**src/rtl/fpu_mul_arbiter_if.sv**
```systemverilog
// Requester-side bus of the shared mantissa multiplier: two request ports,
// the per-port result strobes with the shared result data/tag, and busy.
interface fpu_mul_arbiter_if #(
  parameter int OP_W  = 24,
  parameter int TAG_W = 4
);
  logic              req0_valid;
  logic              req0_ready;
  logic [OP_W-1:0]   req0_a;
  logic [OP_W-1:0]   req0_b;
  logic [TAG_W-1:0]  req0_tag;

  logic              req1_valid;
  logic              req1_ready;
  logic [OP_W-1:0]   req1_a;
  logic [OP_W-1:0]   req1_b;
  logic [TAG_W-1:0]  req1_tag;

  logic              res0_valid;
  logic              res1_valid;
  logic [2*OP_W-1:0] res_data;
  logic [TAG_W-1:0]  res_tag;
  logic              busy;

  modport master (
    output req0_valid, req0_a, req0_b, req0_tag,
    output req1_valid, req1_a, req1_b, req1_tag,
    input  req0_ready, req1_ready,
    input  res0_valid, res1_valid, res_data, res_tag, busy
  );

  modport slave (
    input  req0_valid, req0_a, req0_b, req0_tag,
    input  req1_valid, req1_a, req1_b, req1_tag,
    output req0_ready, req1_ready,
    output res0_valid, res1_valid, res_data, res_tag, busy
  );
endinterface

```
**src/rtl/fpu_mul_arbiter.sv**
```systemverilog
// Round-robin front end for the shared pipelined mantissa multiplier; a tag
// pipeline matched to the multiplier latency routes each product back home.
module fpu_mul_arbiter #(
  parameter int MUL_LAT = 3,
  parameter int OP_W    = 24,
  parameter int TAG_W   = 4
) (
  input  logic                clk,
  input  logic                rst,
  fpu_mul_arbiter_if.slave    bus,
  output logic [OP_W-1:0]     mul_a,
  output logic [OP_W-1:0]     mul_b,
  input  logic [2*OP_W-1:0]   mul_product
);

  logic prio_reg;
  logic prio_next;
  logic grant0;
  logic grant1;
  logic xfer;
  logic [MUL_LAT:0] stage_valid;
  logic res0_valid_reg;
  logic res1_valid_reg;
  logic [2*OP_W-1:0] res_data_reg;
  logic [TAG_W-1:0]  res_tag_reg;

  // Grants depend only on the valids and the priority pointer, never on ready.
  always_comb begin
    grant0    = bus.req0_valid && (!bus.req1_valid || !prio_reg);
    grant1    = bus.req1_valid && (!bus.req0_valid ||  prio_reg);
    xfer      = grant0 || grant1;
    prio_next = prio_reg;
    if (grant0)
      prio_next = 1'b1;
    else if (grant1)
      prio_next = 1'b0;
  end

  assign bus.req0_ready = grant0;
  assign bus.req1_ready = grant1;

  always_ff @(posedge clk) begin
    if (rst) begin
      prio_reg <= 1'b0;
      mul_a    <= '0;
      mul_b    <= '0;
    end else begin
      prio_reg <= prio_next;
      if (xfer) begin
        mul_a <= grant1 ? bus.req1_a : bus.req0_a;
        mul_b <= grant1 ? bus.req1_b : bus.req0_b;
      end
    end
  end

  // Ownership pipeline: entry gi is valid gi cycles after the transfer edge,
  // so the last entry lines up with mul_product for that transfer.
  genvar gi;
  generate
    for (gi = 0; gi <= MUL_LAT; gi++) begin : g_stage
      logic             valid_reg;
      logic             owner_reg;
      logic [TAG_W-1:0] tag_reg;

      if (gi == 0) begin : g_head
        always_ff @(posedge clk) begin
          if (rst) begin
            valid_reg <= 1'b0;
            owner_reg <= 1'b0;
            tag_reg   <= '0;
          end else begin
            valid_reg <= xfer;
            owner_reg <= grant1;
            tag_reg   <= grant1 ? bus.req1_tag : bus.req0_tag;
          end
        end
      end else begin : g_shift
        always_ff @(posedge clk) begin
          if (rst) begin
            valid_reg <= 1'b0;
            owner_reg <= 1'b0;
            tag_reg   <= '0;
          end else begin
            valid_reg <= g_stage[gi-1].valid_reg;
            owner_reg <= g_stage[gi-1].owner_reg;
            tag_reg   <= g_stage[gi-1].tag_reg;
          end
        end
      end

      assign stage_valid[gi] = valid_reg;
    end
  endgenerate

  always_ff @(posedge clk) begin
    if (rst) begin
      res0_valid_reg <= 1'b0;
      res1_valid_reg <= 1'b0;
      res_data_reg   <= '0;
      res_tag_reg    <= '0;
    end else if (g_stage[MUL_LAT].valid_reg) begin
      res0_valid_reg <= !g_stage[MUL_LAT].owner_reg;
      res1_valid_reg <=  g_stage[MUL_LAT].owner_reg;
      res_data_reg   <= mul_product;
      res_tag_reg    <= g_stage[MUL_LAT].tag_reg;
    end else begin
      res0_valid_reg <= 1'b0;
      res1_valid_reg <= 1'b0;
    end
  end

  assign bus.res0_valid = res0_valid_reg;
  assign bus.res1_valid = res1_valid_reg;
  assign bus.res_data   = res_data_reg;
  assign bus.res_tag    = res_tag_reg;
  assign bus.busy       = (|stage_valid) || res0_valid_reg || res1_valid_reg;

endmodule

```
**src/flat_wrapper.sv**
```systemverilog
// flat-port wrapper written by rule: the top's interface ports become plain ports
module fpu_mul_arbiter_flat 
#(
  parameter int MUL_LAT = 3,
  parameter int OP_W    = 24,
  parameter int TAG_W   = 4
)
  (clk, rst, mul_a, mul_b, mul_product, bus_req0_valid, bus_req0_a, bus_req0_b, bus_req0_tag, bus_req1_valid, bus_req1_a, bus_req1_b, bus_req1_tag, bus_req0_ready, bus_req1_ready, bus_res0_valid, bus_res1_valid, bus_res_data, bus_res_tag, bus_busy);
  fpu_mul_arbiter_if #(.OP_W(OP_W), .TAG_W(TAG_W)) bus_i ();
  input  logic clk;
  input  logic rst;
  output logic [OP_W-1:0] mul_a;
  output logic [OP_W-1:0] mul_b;
  input  logic [2*OP_W-1:0] mul_product;
  input wire logic [$bits(bus_i.req0_valid)-1:0] bus_req0_valid;
  input wire logic [$bits(bus_i.req0_a)-1:0] bus_req0_a;
  input wire logic [$bits(bus_i.req0_b)-1:0] bus_req0_b;
  input wire logic [$bits(bus_i.req0_tag)-1:0] bus_req0_tag;
  input wire logic [$bits(bus_i.req1_valid)-1:0] bus_req1_valid;
  input wire logic [$bits(bus_i.req1_a)-1:0] bus_req1_a;
  input wire logic [$bits(bus_i.req1_b)-1:0] bus_req1_b;
  input wire logic [$bits(bus_i.req1_tag)-1:0] bus_req1_tag;
  output wire logic [$bits(bus_i.req0_ready)-1:0] bus_req0_ready;
  output wire logic [$bits(bus_i.req1_ready)-1:0] bus_req1_ready;
  output wire logic [$bits(bus_i.res0_valid)-1:0] bus_res0_valid;
  output wire logic [$bits(bus_i.res1_valid)-1:0] bus_res1_valid;
  output wire logic [$bits(bus_i.res_data)-1:0] bus_res_data;
  output wire logic [$bits(bus_i.res_tag)-1:0] bus_res_tag;
  output wire logic [$bits(bus_i.busy)-1:0] bus_busy;
  assign bus_i.req0_valid = bus_req0_valid;
  assign bus_i.req0_a = bus_req0_a;
  assign bus_i.req0_b = bus_req0_b;
  assign bus_i.req0_tag = bus_req0_tag;
  assign bus_i.req1_valid = bus_req1_valid;
  assign bus_i.req1_a = bus_req1_a;
  assign bus_i.req1_b = bus_req1_b;
  assign bus_i.req1_tag = bus_req1_tag;
  assign bus_req0_ready = bus_i.req0_ready;
  assign bus_req1_ready = bus_i.req1_ready;
  assign bus_res0_valid = bus_i.res0_valid;
  assign bus_res1_valid = bus_i.res1_valid;
  assign bus_res_data = bus_i.res_data;
  assign bus_res_tag = bus_i.res_tag;
  assign bus_busy = bus_i.busy;
  fpu_mul_arbiter #(.MUL_LAT(MUL_LAT), .OP_W(OP_W), .TAG_W(TAG_W)) u_core (.clk(clk), .rst(rst), .bus(bus_i), .mul_a(mul_a), .mul_b(mul_b), .mul_product(mul_product));
endmodule
```
**config.mk**
```make
export PLATFORM = sky130hd
export DESIGN_NAME = fpu_mul_arbiter_flat
export DESIGN_NICKNAME = d
export VERILOG_FILES = /design/src/rtl/fpu_mul_arbiter_if.sv /design/src/rtl/fpu_mul_arbiter.sv /design/src/flat_wrapper.sv
export SDC_FILE = /design/constraint.sdc
export NUM_CORES = 1
export LEC_CHECK = 0
export BUFFER_PORTS_ARGS = -buffer_cell sky130_fd_sc_hd__buf_2
export CORE_UTILIZATION = 48
export DETAILED_ROUTE_END_ITERATION = 8
export PLACE_DENSITY_LB_ADDON = 0.1
export SLEW_MARGIN = 10
export SYNTH_ARGS = -nofsm -noshare
export SYNTH_HDL_FRONTEND = slang
export SYNTH_SLANG_ARGS = --single-unit
```
**constraint.sdc**
```tcl
create_clock -name clk -period 3.55 [get_ports clk]
set_input_delay 0.1775 -clock clk [delete_from_list [all_inputs] [get_ports clk]]
set_output_delay 0.1775 -clock clk [all_outputs]
set_load 0.005 [all_outputs]
```
==> run summary <==
period utilisation layout: 0.610
Setup TNS: 0 ns
Worst Setup Path Type: reg2reg
Num CTS Buffers: 17
max-cap viol count: 0
Synthesized Nets: 623
starting density of the core: 0.506
worst min-delay path class: in2reg
number of hold violations in the final report: 0
Layout Skew: 0.00942 ns
synth top area cells: dfxtp_1, mux2i_1, o221a_2
R2R Path Start: u_core.prio_reg
grt ovf: 0
WP data arrival: 2.54 ns
# IOs: 261
post-DP HPWL: 8560 um
share of post-route cells with drive strength above 1: 0.397
initial antenna violation count: 1
Final ANT Viol Nets: 0
iteration-0 DRC count of the detailed router: 224
NumNets Final: 1016
# setup viols final: 0
synth unique cells: 23
overall die height: 102 um
Post-Synth XOR/XNOR Area: 0
post-synthesis compound-gate area fraction: 0.126
CP max FO: 46
min-delay src: bus_req0_b[23]
Pre-Repair DR Iteration Count: 5
CP Launch Type: flop
synthesis warning total: 0
Clock Latency Late Sink: 0.50 ns
largest family of logic cells by synthesized area: simple AND/OR/NAND/NOR gates
Area Growth Syn to Fin: 70.0%
TritonCTS clock tree: built
Cells after Synth: 467
PortBufs: 260
Period minus WS final: 2.16 ns
crit end category: flop
Routed WL: 16800 um
Global Route Usage Sum: 0.320
Synth top area share: 0.534
Slew headroom: 0.257
Max VDD drop: 395 uV
drc violations: 0
post-synthesis sequential area ratio: 0.534
outcome: completed
Final GP Congestion: 0.767
Adder-Cell Fraction of Synth Area: 0
Worst setup startpoint: u_core.prio_reg
row cnt: 35
FMAX: 0.462 GHz
Die Area: 10300 um2
CTS Root Cell: clkbuf_8
CTS HTree Levels: 4
largest net degree at the start of global routing: 107
die width: 102 um
Leak: 3.80 nW
Seq cells post-synth: 127
Post-Syn Area: 4760 um2
Simple-Gate Fraction of Synth Area: 0.168
mux cell area share after synthesis: 0.116
fin. max-slew vios: 0
first-pass GRT wire length: 25300 um
number of global-route vias before repair: 5304
Sink Count: 127
Filler cells: 507
Mean Syn Cell Area: 10.2 um2
RSZ-0062 raised after global routing: no
WL/cell: 16.7 um
ratio of total power to cell area: 461 nW/um2
post-layout util: 0.860
Yosys top cell by area: dfxtp_1
via count: 5229
worst-margin pin slew: 1.11 ns
CORE AREA: 9420 um2
clock buffer depth: 2
Post-CTS Setup Bufs: 0
vias per cell: 5.21
Largest register FFs: 48
clock-pin slew on the worst setup and hold paths: 0.06 ns
Req. time, crit path: 3.93 ns
metrics by stage:
step | setup slack (ns) | std cells | hold slack, ns | cell area [um2] | total power, mW
5_1_grt | 1.26 | 1003 | 0.0767 | 8090 | 3.87
3_3_place_gp | 1.79 | 821 | 0.388 | 6030 | 1.91
3_5_place_dp | 1.73 | 821 | 0.392 | 6030 | 1.92
4_1_cts | 1.42 | 1002 | 0.0213 | 8090 | 3.71
6_report | 1.39 | 1003 | 0.0912 | 8090 | 3.73
2_1_floorplan | 2.44 | 467 | 0.301 | 4760 | 1.75
worst paths after layout:
path / endpoint / slack [ns] / cells after the start
worst max-delay path: u_core.mul_b[14] / 1.39 / 4
worst min-delay path: u_core.mul_b[23] / 0.09 / 4
worst max register to register: u_core.mul_b[14] / 1.39 / 4
worst min register to register: u_core.bus.res0_valid / 0.43 / 1
layout by cell type (no fill, tap or decap), drive strengths merged:
cell | synthesis | final
a21oi | 5 | 5
a221oi | 3 | 3
and3b | 1 | 1
buf | 34 | 266
bufinv | 0 | 1
clkbuf | 7 | 18
clkinv | 0 | 2
clkinvlp | 0 | 3
dfxtp | 127 | 127
diode | 0 | 1
dlygate4sd3 | 0 | 149
inv | 6 | 14
mux2i | 55 | 55
nand2 | 4 | 4
nand2b | 1 | 1
nand3 | 4 | 4
nor2 | 102 | 102
nor2b | 19 | 19
nor3 | 45 | 45
nor3b | 1 | 1
nor4 | 1 | 1
o21a | 3 | 3
o21ai | 4 | 4
o221a | 45 | 45
per-layer routing:
| metal | GRT usage | part of all wire | vias up |
|---|---|---|---|
| met1 | 0.330 | 0.37 | 2457 |
| met3 | 0.0856 | 0.073 | 61 |
| met4 | 0.188 | 0.045 | 0 |
| met5 | 0 | 0 | - |
| met2 | 0.579 | 0.51 | 276 |
| li1 | - | - | 2435 |
where the power goes:
part	internal, mW	switching (mW)	total, mW
clock	0.973	0.694	1.67
sequential	1.49	0.0387	1.53
combinational	0.314	0.219	0.534
total	2.78	0.953	3.73
cell families after synthesis:
logic type | Yosys count
flip-flops | 127
AND/OR/NAND/NOR | 178
multiplexers | 55
AO/OA/AOI/OAI | 60
buffers and inverters | 47
what timing repair did:
| action | in CTS | in global routing |
|---|---|---|
| hold buffers | 149 | 0 |
| resized for setup | 0 | 0 |
| endpoints found under the hold margin | 100 | 0 |
| setup endpoints to repair | 0 | 0 |
cells in the mapped netlist (all sizes together):
| cell | count |
|---|---|
| a221oi | 3 |
| clkbuf | 7 |
| o21a | 3 |
| nor3b | 1 |
| buf | 34 |
| o221a | 45 |
| mux2i | 55 |
| o21ai | 4 |
| inv | 6 |
| nor2b | 19 |
| nor3 | 45 |
| nand3 | 4 |
| and3b | 1 |
| nand2b | 1 |
| nand2 | 4 |
| dfxtp | 127 |
| a21oi | 5 |
| nor4 | 1 |
| nor2 | 102 |
worst max-delay path, cell delays in order (launching register included):
cell	delay [ns]
dfxtp_1	0.34
nand2_1	0.08
nand2_2	0.51
o221a_2	0.52
dlygate4sd3_1	0.59
cell type report:
cell class	instances	area [um2]	area share
sequential	127	2540	0.314
clock buffer	18	428	0.0529
inverter	6	22.5	0.00278
clock inverter	14	145	0.0179
multi-input combinational	293	1950	0.241
tap	129	161	0.0199
timing repair buffer	415	2840	0.351
antenna	1	2.50	0.000309
Power figures use the tool's default switching activity.
